### src/rtl/uart_rx_ascii_pkg.sv
// Shared definitions for the UART ASCII receiver: FSM states, oversampling
// constants and the 3-sample majority vote.
package uart_rx_ascii_pkg;

  typedef enum logic [2:0] {
    IDLE,
    START,
    DATA,
    STOP,
    BREAK
  } rx_state_t;

  localparam int unsigned OVERSAMPLE    = 16;
  localparam logic [3:0]  SAMPLE_TICK_0 = 4'd7;
  localparam logic [3:0]  SAMPLE_TICK_1 = 4'd8;
  localparam logic [3:0]  SAMPLE_TICK_2 = 4'd9;
  localparam logic [3:0]  LAST_TICK     = 4'd15;
  localparam logic [6:0]  ASCII_MASK    = 7'h7F;

  function automatic logic vote3(input logic [2:0] s);
    return (s[0] & s[1]) | (s[0] & s[2]) | (s[1] & s[2]);
  endfunction

endpackage

### src/rtl/baud_tick_gen.sv
// Oversampling tick generator: one-cycle strobe every CLK_FREQ/(BAUD*OVERSAMPLE)
// clocks, restartable via clr so bit timing can align to a start edge.
module baud_tick_gen #(
  parameter int unsigned CLK_FREQ   = 100_000_000,
  parameter int unsigned BAUD       = 9600,
  parameter int unsigned OVERSAMPLE = 16
) (
  input  logic CLK,
  input  logic RST,
  input  logic clr,
  output logic tick
);

  localparam int unsigned DIV = CLK_FREQ / (BAUD * OVERSAMPLE);
  localparam int unsigned CW  = (DIV > 1) ? $clog2(DIV) : 1;
  localparam logic [CW-1:0] LAST = CW'(DIV - 1);

  logic [CW-1:0] cnt;

  always_ff @(posedge CLK) begin
    if (RST || clr) begin
      cnt <= '0;
    end else if (cnt == LAST) begin
      cnt <= '0;
    end else begin
      cnt <= cnt + CW'(1);
    end
  end

  assign tick = (cnt == LAST) && !clr;

endmodule

### src/rtl/uart_rx_ascii.sv
// 8N1 UART receiver with 16x oversampling and majority vote; delivers 7-bit
// ASCII codes with a one-cycle valid strobe and flags rejected frames.
module uart_rx_ascii #(
  parameter int unsigned CLK_FREQ   = 100_000_000,
  parameter int unsigned BAUD       = 9600,
  parameter int unsigned OVERSAMPLE = uart_rx_ascii_pkg::OVERSAMPLE
) (
  input  logic       CLK,
  input  logic       RST,
  input  logic       Rx,
  output logic [6:0] RxData,
  output logic       RxValid,
  output logic       RxErr,
  output logic       Busy
);

  import uart_rx_ascii_pkg::*;

  rx_state_t  state, state_next;
  logic       rx_m, rx_s;
  logic       tick, clr;
  logic [3:0] tick_cnt;
  logic [2:0] bit_idx;
  logic [7:0] shreg;
  logic [2:0] smp;
  logic       bit_vote, stop_ok, accept, reject;

  baud_tick_gen #(
    .CLK_FREQ  (CLK_FREQ),
    .BAUD      (BAUD),
    .OVERSAMPLE(OVERSAMPLE)
  ) u_tick (
    .CLK (CLK),
    .RST (RST),
    .clr (clr),
    .tick(tick)
  );

  assign bit_vote = vote3(smp);
  // Stop is judged at mid-bit, before the third sample exists: both samples
  // taken so far (tick 7 and the live tick-8 value) must be high.
  assign stop_ok  = smp[0] & rx_s;

  always_comb begin
    state_next = state;
    clr        = 1'b0;
    accept     = 1'b0;
    reject     = 1'b0;
    case (state)
      IDLE: begin
        if (!rx_s) begin
          state_next = START;
          clr        = 1'b1;
        end
      end
      START: begin
        if (tick && tick_cnt == LAST_TICK) state_next = bit_vote ? IDLE : DATA;
      end
      DATA: begin
        if (tick && tick_cnt == LAST_TICK && bit_idx == 3'd7) state_next = STOP;
      end
      STOP: begin
        if (tick && tick_cnt == SAMPLE_TICK_1) begin
          if (stop_ok) begin
            state_next = IDLE;
            accept     = !shreg[7];
            reject     = shreg[7];
          end else begin
            state_next = BREAK;
            reject     = 1'b1;
          end
        end
      end
      BREAK: begin
        if (tick && rx_s && tick_cnt == LAST_TICK) state_next = IDLE;
      end
      default: state_next = IDLE;
    endcase
  end

  always_ff @(posedge CLK) begin
    if (RST) begin
      rx_m     <= 1'b1;
      rx_s     <= 1'b1;
      state    <= IDLE;
      tick_cnt <= '0;
      bit_idx  <= '0;
      shreg    <= '0;
      smp      <= '0;
      RxData   <= '0;
      RxValid  <= 1'b0;
      RxErr    <= 1'b0;
    end else begin
      rx_m    <= Rx;
      rx_s    <= rx_m;
      state   <= state_next;
      RxValid <= accept;
      RxErr   <= reject;
      if (accept) RxData <= shreg[6:0] & ASCII_MASK;

      // In BREAK the tick counter doubles as the consecutive-high counter.
      if (clr || (state != BREAK && state_next == BREAK)) begin
        tick_cnt <= '0;
      end else if (tick) begin
        if (state == BREAK && !rx_s) tick_cnt <= '0;
        else                         tick_cnt <= tick_cnt + 4'd1;
      end

      if (tick) begin
        if (tick_cnt == SAMPLE_TICK_0) smp[0] <= rx_s;
        if (tick_cnt == SAMPLE_TICK_1) smp[1] <= rx_s;
        if (tick_cnt == SAMPLE_TICK_2) smp[2] <= rx_s;
      end

      if (clr) begin
        bit_idx <= '0;
      end else if (state == DATA && tick && tick_cnt == LAST_TICK) begin
        shreg   <= {bit_vote, shreg[7:1]};
        bit_idx <= bit_idx + 3'd1;
      end
    end
  end

  assign Busy = (state != IDLE);

endmodule

### config.mk
export PLATFORM = sky130hd
export DESIGN_NAME = uart_rx_ascii
export DESIGN_NICKNAME = d
export VERILOG_FILES = /design/src/rtl/uart_rx_ascii_pkg.sv /design/src/rtl/baud_tick_gen.sv /design/src/rtl/uart_rx_ascii.sv
export SDC_FILE = /design/constraint.sdc
export NUM_CORES = 1
export LEC_CHECK = 0
export BUFFER_PORTS_ARGS = -buffer_cell sky130_fd_sc_hd__buf_2
export CAP_MARGIN = 20
export CORE_MARGIN = 3
export CORE_UTILIZATION = 64
export DETAILED_ROUTE_END_ITERATION = 8
export PLACE_DENSITY = 0.84
export SYNTH_ARGS = -nofsm -noshare
export SYNTH_HDL_FRONTEND = slang
export SYNTH_HIERARCHICAL = 1
export SYNTH_SLANG_ARGS = --single-unit
### constraint.sdc
create_clock -name CLK -period 5.5 [get_ports CLK]
set_clock_uncertainty 0.05 [all_clocks]
set_input_delay 1.375 -clock CLK [delete_from_list [all_inputs] [get_ports CLK]]
set_output_delay 1.375 -clock CLK [all_outputs]
set_load 0.01 [all_outputs]
* Word-level counts from Yosys, hierarchy flattened
Cells that the tools add are included.
Storage, ports and cells: flip-flop bits (word level) 42, input port bits 3, output and inout port bits 10, word-level logic and storage cells 77
Cells by class: $add $sub $neg 3, eq/ne operators 12, reduce and logical (&&, ||, !) cells 25, muxes and demuxes 15, bitwise operators 9
Operators by type and width (count):
- $mux W3 | 6
- $pmux W3 S5 | 1
- $eq A4 B4 Y1 const B | 3
- $add A10 B1 Y10 const B | 1
- $eq A10 B10 Y1 const B | 1
- $logic_and A1 B1 Y1 | 10
- $eq A3 B3 Y1 const B | 3
- $reduce_and A2 Y1 | 4
- $eq A3 B2 Y1 const B | 2
- $mux W1 | 6
- $reduce_or A2 Y1 | 3
- $add A4 B1 Y4 const B | 1
- $and A1 B1 Y1 | 4
- $eq A4 B3 Y1 const B | 1
- $mux W4 | 1
- $add A3 B1 Y3 const B | 1
- $eq A3 B1 Y1 const B | 1
- $logic_not A1 Y1 | 3
- $logic_not A3 Y1 | 1
- $ne A3 B3 Y1 const B | 1
- $not A1 Y1 | 3
- $reduce_bool A3 Y1 | 1
- $reduce_or A3 Y1 | 1
- $logic_or A1 B1 Y1 | 2
- 2 further kinds | 3

* Longest topological paths before layout
Gate-level depths: netlist of run 1.
depth in word-level cells 12, mapped depth 9, mapped depth without buffers 7

* Modules after synthesis
Netlist of run 1, hierarchy kept.
By module, submodules not included:
- uart_rx_ascii | area an instance 1508.9 um2, cells each 160, times used 1
- baud_tick_gen | area an instance 494.2 um2, cells each 51, times used 1

* Worst setup path before layout of run 1
Ideal clock, no wire load.
path kind input -> register, from input RST, to register state[2], buffers on the path 0, stages on the path 3, path slack 3128 ps, required time 5371 ps, arrival time 2243 ps, path through or4b_2 > o31a_1 > o221ai_2
RTL lines:
- start: declaration | line uart_rx_ascii.sv:9 | input logic RST,
- end signal: assignment | line uart_rx_ascii.sv:96 | state <= state_next;
- end: declaration | line uart_rx_ascii.sv:19 | rx_state_t state, state_next;

* Worst setup path after layout of run 1
from register u_tick.cnt[2], to register state[1]
Between the ends: cells in the longest elaborated chain, start to end 6, elaborated cells between the ends (all ways) 12, those cells by class 1 x eq/ne; 5 x mux; 6 x reduce/logical
Ends and longest elaborated chain:
- start: declaration | line baud_tick_gen.sv:18 | logic [CW-1:0] cnt;
- start signal: assignment | line baud_tick_gen.sv:26 | cnt <= cnt + CW'(1);
- $eq A10 B10 Y1 * | line baud_tick_gen.sv:30 | assign tick = (cnt == LAST) && !clr;
- $logic_and A1 B1 Y1 * | line baud_tick_gen.sv:30
- named net tick | line uart_rx_ascii.sv:21 | logic tick, clr;
- $logic_and A1 B1 Y1, on equally long branches | line uart_rx_ascii.sv:75, uart_rx_ascii.sv:57, uart_rx_ascii.sv:60
- $logic_and A1 B1 Y1, on equally long branches | line uart_rx_ascii.sv:75, uart_rx_ascii.sv:60
- $mux W3, on equally long branches | line uart_rx_ascii.sv:75, uart_rx_ascii.sv:60
- $pmux W3 S5 * | line uart_rx_ascii.sv:49 | case (state)
Mark *: on every way through the listed nets, which the timed path passes. The rest lies on a longest branch. A chain may end at the register's enable or synchronous reset.

==> results of run 1 <==
-- per-stage QoR --
| step | util (%) | power, mW | cell area (um^2) | hold WS (ps) |
|---|---|---|---|---|
| final | 74.51 | 0.5215 | 2143 | 376.5 |
| after global routing | 74.51 | 0.5465 | 2143 | 393.1 |
| after CTS | 74.34 | 0.5290 | 2138 | 378.6 |
| after detailed placement | 71.64 | 0.3340 | 2061 | 343.9 |
| after global placement | 71.64 | 0.3331 | 2061 | 344.0 |
| after floorplan | - | 0.3300 | 2003 | 339.5 |
-- worst min path at each step --
stage                         start              end  slack [ps]  cells after the start
global placement    rx_m$_SDFF_PP1_  rx_s$_SDFF_PP1_         340                      1
finish              rx_m$_SDFF_PP1_  rx_s$_SDFF_PP1_         380                      1
CTS                 rx_m$_SDFF_PP1_  rx_s$_SDFF_PP1_         380                      1
global route        rx_m$_SDFF_PP1_  rx_s$_SDFF_PP1_         390                      1
floorplan           rx_m$_SDFF_PP1_  rx_s$_SDFF_PP1_         340                      1
detailed placement  rx_m$_SDFF_PP1_  rx_s$_SDFF_PP1_         340                      1
-- kinds of logic after synthesis --
family	share of synthesized area (%)
simple gates	28.05
compound gates	13.99
mux	5.497
buf+inv	4.247
xor+xnor	1.312
flops	41.97
fa+ha+maj	4.934
-- per-layer routing --
layer / share of wire [%] / GRT usage [%] / vias to the layer above
met2: 50 / 35.95 / 30
met4: 1.2 / 9.697 / 0
li1: - / - / 793
met1: 45 / 29.81 / 782
met5: 0 / 0 / -
met3: 3.2 / 7.645 / 4
-- cells in the mapped netlist, types with 4 or more instances --
cell type and count:
dfxtp_1 42, nand2b_1 16, o21ai_0 15, nand3_1 14
a21oi_1 11, mux2i_1 11, clkbuf_1 9, a211oi_1 8
nor3_1 8, ha_1 7, inv_1 6, or3_1 6
nand3b_1 4, nor2_1 4, or2_2 4
-- state kept, by name, summed over array words and instances (netlist names) --
register,cells
state,3
smp,3
rx_s,1
RxValid,1
shreg,8
u_tick/cnt,10
RxData,7
tick_cnt,4
rx_m,1
RxErr,1
bit_idx,3
-- where the power goes --
| group | switching (mW) | leakage (nW) | total [mW] | internal (mW) |
|---|---|---|---|---|
| clock network | 0.0995 | 0.0450 | 0.194 | 0.0942 |
| registers | 0.00443 | 0.339 | 0.312 | 0.307 |
| logic | 0.00954 | 0.407 | 0.0161 | 0.00656 |
| total | 0.114 | 0.791 | 0.521 | 0.408 |
-- critical path: stages (launching register included) --
cell	delay, ps
dfxtp_1	390
or4b_4	560
nor4_1	180
buf_4	220
nand4_1	450
or4_1	570
a211oi_1	230
-- layout make-up --
type	instances	area (um^2)
Clock buffer	5	37.54
Clock inverter	3	40.04
Fill cell	212	733.2
Inverter	6	22.52
Multi-Input combinational cell	150	1077
Sequential cell	42	840.8
Tap cell	42	52.55
Timing Repair Buffer	14	72.57
==> impl_metrics.ini, run 1 <==
[run_status]
status = finished, final reports clean

[layout]
layout_commonest_cell = dfxtp_1
antenna_cell_count = 0
drive_gt1_share_pct = 18.18
area_growth_pct = 6.996
layoutNonFillerInstCount = 262
nets = 229
mostFrequentLayoutCells = 42 x dfxtp_1, 16 x nand2b_1, 15 x o21ai_0

[floorplanning]
std_cell_rows = 19
dieArea_um2 = 3837
die-height_um = 61.95
area_of_the_placeable_core_um2 = 2877
start_util_pct = 69.64
dieWidth_um = 61.95
pin_count = 13

[setup_path]
crit_path_start_kind = register
worst_setup_path_endpoint = state[1]$_SDFF_PP0_
reg_to_reg_start = u_tick/cnt[2]$_SDFF_PP0_
startpoint = u_tick/cnt[2]$_SDFF_PP0_
crit_type = reg2reg
critical_path_arrival_ps = 2950
cp-end-kind = register
regToRegSetupSlack_ps = 2780
reg2reg_depth = 6
worst-path-max-fanout = 15
worst_ep_required_time_ps = 5730
regToRegEndpoint = state[1]$_SDFF_PP0_

[detailed_routing]
route.detailed.drc = 0
total_wirelength_of_the_detailed_routed_design_mm = 3.861
drt_pre_antenna_iters = 4
initialDrtViolationCount = 147
ratio_of_routed_vias_to_standard_cells = 6.141
num_vias = 1609
route.antenna.remaining_nets = 0
route.detailed.wl_per_inst_um = 14.74

[logic_synthesis]
synthesis.area_um2 = 2003
dominantRegCellSynth = dfxtp_1
yosysTopAreaCell = dfxtp_1
post_synth_main_area_contributors = dfxtp_1 42%, mux2i_1 5.5%, nand2b_1 5.0%
synth.net_count = 221
seq_area_frac_synth_pct = 41.97
ys_ff_latch = 42
post_syn_instances = 211
synth.top_cell.area_share_pct = 41.97
yosys.cell_types.count = 47
postSynth.asyncResetShare_pct = 0
syn-mean-instance-area_um2 = 9.494
yosys_warnings = 6
synth-edff-count = 0

[sta]
grt_setup_unrepaired = false
timing.setup.tns_ps = 0
maxSlewViolCount = 0
max_slew_margin_pct = 57.11
final.setup.worst_slack_ps = 2784
final.period_utilization_pct = 49.38
worst_slew_pin_slew_ps = 639.5
timing_hold_violations_final = 0
fmaxAchievable_ghz = 0.3682
report.final.setup_viol = 0
finalCriticalPeriod_ps = 2716

[clock_tree]
cts.path.max_buffers = 2
max_h_tree_level = 2
number_of_setup_buffers_added_after_cts = 0
cts.sinks = 42
cts_root_buf = clkbuf_4
post_cts_resized = 0
clk_latency_ps = 350
tritoncts.num_buffers = 5
cts.hold.buffers_added = 0
cts.clk_slew.worst_paths_ps = 130
clock_tree_from_tritoncts = done

[pwr]
pwr_density_cell_nw_per_um2 = 243.3
p_leak_nw = 0.7911
vdd_ir_drop_max_mv = 0.1941

[placed_design]
buffer_ports.inserted = 12
placed_insts = 253
dpl_worst_slack_ps = 2773
detailed_place_hpwl_mm = 2.567
gp_congestion = 0.8250

[job]
maxCapViolCount = 0

[global_routing]
global_route.usage.total_pct = 23.28
antenna_violations_before_repair = 0
global_route_wire_length_before_repair_mm = 6.568
grt_pass1_vias = 1417
grt-ovfl-total = 0
grt_max_degree = 36

[worst_hold_path]
hold_class = reg2reg
Power figures use the tool's default switching activity.
==> run 2, diff against run 1 <==
ABC_AREA = 1   (was unset)
CORE_UTILIZATION = 59   (was 64)
PLACE_DENSITY = 0.78   (was 0.84)
clock period = 2.8 ns   (was 5.5 ns; I/O delays follow)
==> run 2 against run 1 <==
  * Combinational power is 130% higher
  * Utilization shrank 7.4 points
  * First-iteration DRC count decreased by 39%
  * Synthesized cell count grew 18%
  * Die area up 4.1%
  * Register-to-register slack worse by 2000 ps
  * Wire length fell by 13%
  * Flip-flop and latch count stayed put
  * Sequential power rose by 95%
  * Clock power rose by 58%
  * Non-clock buffer count unchanged
  * Setup slack got worse by 2000 ps
  * Critical path type unchanged
  * Largest power group unchanged
==> impl_metrics.ini, run 2 <==
[logic_synthesis]
synth_simple_gate_area_share_pct = 31.82
yosys.cell_types.count = 26
fraction_of_the_mapped_netlist_area_in_compound_gates_pct = 9.138
seq_area_frac_synth_pct = 43.55
synth_adder_area_share_pct = 4.537
yosys_warnings = 6
postSynth.asyncResetShare_pct = 0
muxShareOfSynthArea_pct = 0
ys_ff_latch = 42
top_cells_by_instance_count_after_synthesis = 42 x dfxtp_1, 42 x nor2_1, 41 x nand2_1, 23 x inv_1, 15 x a21oi_1
dominantRegCellSynth = dfxtp_1
synth.top_cell.area_share_pct = 43.55
post_synth_main_area_contributors = dfxtp_1 44%, nor2_1 8.2%, nand2_1 8.0%
yosysTopAreaCell = dfxtp_1
syn-mean-instance-area_um2 = 7.785
synth-edff-count = 0
post_syn_instances = 248
dominant_combinational_cell_family_by_area_after_synthesis = simple AND/OR/NAND/NOR gates
synthesis.area_um2 = 1931
synth_xor_area_share_pct = 3.176
synth.net_count = 258

[setup_path]
cp-end-kind = register
reg_to_reg_start = u_tick/cnt[0]$_SDFF_PP0_
crit_path_start_kind = register
reg2reg_depth = 14
timing.critical_path.slowest_stage_cell = dfxtp_1
regToRegSetupSlack_ps = 800
crit_path_cell_trace = inv_1 -> ha_1 -> nand2_1 -> nor2_1 -> nand3_2 -> nor2_1 -> buf_4 -> nand2_4 -> nor2_4 -> nand2_2 -> inv_2 -> nand2_1 -> nand2_1 -> nor2_1
crit_type = reg2reg
cpPeakStageDelay_ps = 360
worst-path-max-fanout = 13
critical_path_arrival_ps = 2210
worst_ep_required_time_ps = 3010
regToRegEndpoint = shreg[7]$_SDFFE_PP0P_

[layout]
postLayoutCellArea_um2 = 2064
layoutNonFillerInstCount = 307
area_growth_pct = 6.935
nets = 272
drive_gt1_share_pct = 17.49
mostFrequentLayoutCells = 42 x dfxtp_1, 42 x nor2_1, 41 x nand2_1
largest_register_ffs = 10
postLayoutCoreUtil_pct = 67.07
top_register = u_tick/cnt
reg_top3 = u_tick/cnt: 10 flops, shreg: 8 flops, RxData: 7 flops
antenna_cell_count = 0
filler_cell_count = 286

[floorplanning]
std_cell_rows = 20
pin_count = 13
die-height_um = 63.21
start_util_pct = 62.72
area_of_the_placeable_core_um2 = 3078
dieArea_um2 = 3995
dieWidth_um = 63.21

[job]
maxCapViolCount = 0

[global_routing]
grt_max_degree = 16
grt-ovfl-total = 0
grt_pass1_vias = 1391
global_route.usage.total_pct = 19.17
antenna_violations_before_repair = 0
global_route_wire_length_before_repair_mm = 5.982

[sta]
report.final.setup_viol = 0
worst_slew_pin_slew_ps = 441.1
final.period_utilization_pct = 71.56
fin_hold_ws_ps = 371.8
timing_hold_violations_final = 0
finalCriticalPeriod_ps = 2004
timing.setup.tns_ps = 0
max_slew_margin_pct = 70.56
maxSlewViolCount = 0
grt_setup_unrepaired = false
fmaxAchievable_ghz = 0.4991

[pwr]
pwr_density_cell_nw_per_um2 = 461.6
vdd_ir_drop_max_mv = 0.3041
p_leak_nw = 0.8367

[clock_tree]
clk_latency_ps = 350
cts.sinks = 42
post_cts_resized = 0
cts_root_buf = clkbuf_4
cts.hold.buffers_added = 0
number_of_setup_buffers_added_after_cts = 0
clock_tree_from_tritoncts = done
max_h_tree_level = 2
tritoncts.num_buffers = 5
cts.path.max_buffers = 2
cts.clk_slew.worst_paths_ps = 110

[placed_design]
post_dp_cell_area_um2 = 2004
placed_insts = 299
detailed_place_hpwl_mm = 2.481
gp_congestion = 0.8019
buffer_ports.inserted = 12

[detailed_routing]
route.antenna.remaining_nets = 0
ratio_of_routed_vias_to_standard_cells = 5.104
drt_pre_antenna_iters = 4
num_vias = 1567
route.detailed.drc = 0
route.detailed.wl_per_inst_um = 10.99
total_wirelength_of_the_detailed_routed_design_mm = 3.374
initialDrtViolationCount = 89

[worst_hold_path]
hold_start = rx_m$_SDFF_PP1_
hold_class = reg2reg
worst_hold_path.endpoint = rx_s$_SDFF_PP1_
hold_depth = 1

[run_status]
status = finished, final reports clean
[run 2: cell types whose count changed in the layout (fill, tap and decap cells not counted), moves of 5 or more]
cell,previous run,this run
inv_1,6,23
nand2b_1,16,0
or3_1,6,0
nand2_1,3,41
nand2_2,0,5
nor3_1,8,3
nor2_1,4,42
nand4_1,3,8
a211oi_1,8,0
mux2i_1,11,0
[run 2: final cells by class]
| cell class | count | area [um^2] | share of cell area (%) |
|---|---|---|---|
| tap | 44 | 55.05 | 2.667 |
| multi-input combinational | 174 | 939.7 | 45.52 |
| clock buffer | 7 | 55.05 | 2.667 |
| inverter | 25 | 93.84 | 4.545 |
| sequential | 42 | 840.8 | 40.73 |
| timing repair buffer | 14 | 75.07 | 3.636 |
| clock inverter | 1 | 5.005 | 0.2424 |
[run 2: how the worst max path moves through the flow]
stage,from,to,slack (ps),cells past startpoint
global route,u_tick/cnt[0]$_SDFF_PP0_,shreg[7]$_SDFFE_PP0P_,550,14
CTS,u_tick/cnt[0]$_SDFF_PP0_,shreg[7]$_SDFFE_PP0P_,790,14
global placement,u_tick/cnt[0]$_SDFF_PP0_,shreg[7]$_SDFFE_PP0P_,900,14
detailed placement,u_tick/cnt[0]$_SDFF_PP0_,shreg[7]$_SDFFE_PP0P_,830,14
finish,u_tick/cnt[0]$_SDFF_PP0_,shreg[7]$_SDFFE_PP0P_,800,14
floorplan,u_tick/cnt[0]$_SDFF_PP0_,shreg[0]$_SDFFE_PP0P_,1080,13
[run 2: per-stage QoR]
stage,power (mW),worst slack [ps]
5_1_grt,0.9992,547.0
6_report,0.9529,796.5
3_3_place_gp,0.6580,902.7
2_1_floorplan,0.6488,1075
4_1_cts,0.9619,787.4
3_5_place_dp,0.6589,834.4
[run 2: cells by family (layout without fill, tap and decap cells)]
logic type	count (synthesis)	in the layout
buffers and inverters	32	47
XOR/XNOR	7	7
AO/OA/AOI/OAI	32	32
flip-flops	42	42
adder cells (fa/ha/maj)	7	7
AND/OR/NAND/NOR	128	128
[run 2: where the power goes]
part	switching (mW)	internal, mW
clock network	0.185	0.122
registers	0.00579	0.603
logic	0.0250	0.0122
total	0.216	0.737
[run 2: metal layers]
layer	global-route usage, %	share of wire, %	up-vias
met5	0	0	-
li1	-	-	826
met4	10.51	2.1	0
met3	4.456	4.9	7
met1	25.86	51	706
met2	28.19	42	28
[run 2: worst max-delay path: cells and delay by family, from the launching register on]
kind | cells | cell delay [ps]
adder cells (fa/ha/maj) | 1 | 150
AND/OR/NAND/NOR | 10 | 900
flip-flops | 1 | 360
buffers and inverters | 3 | 460
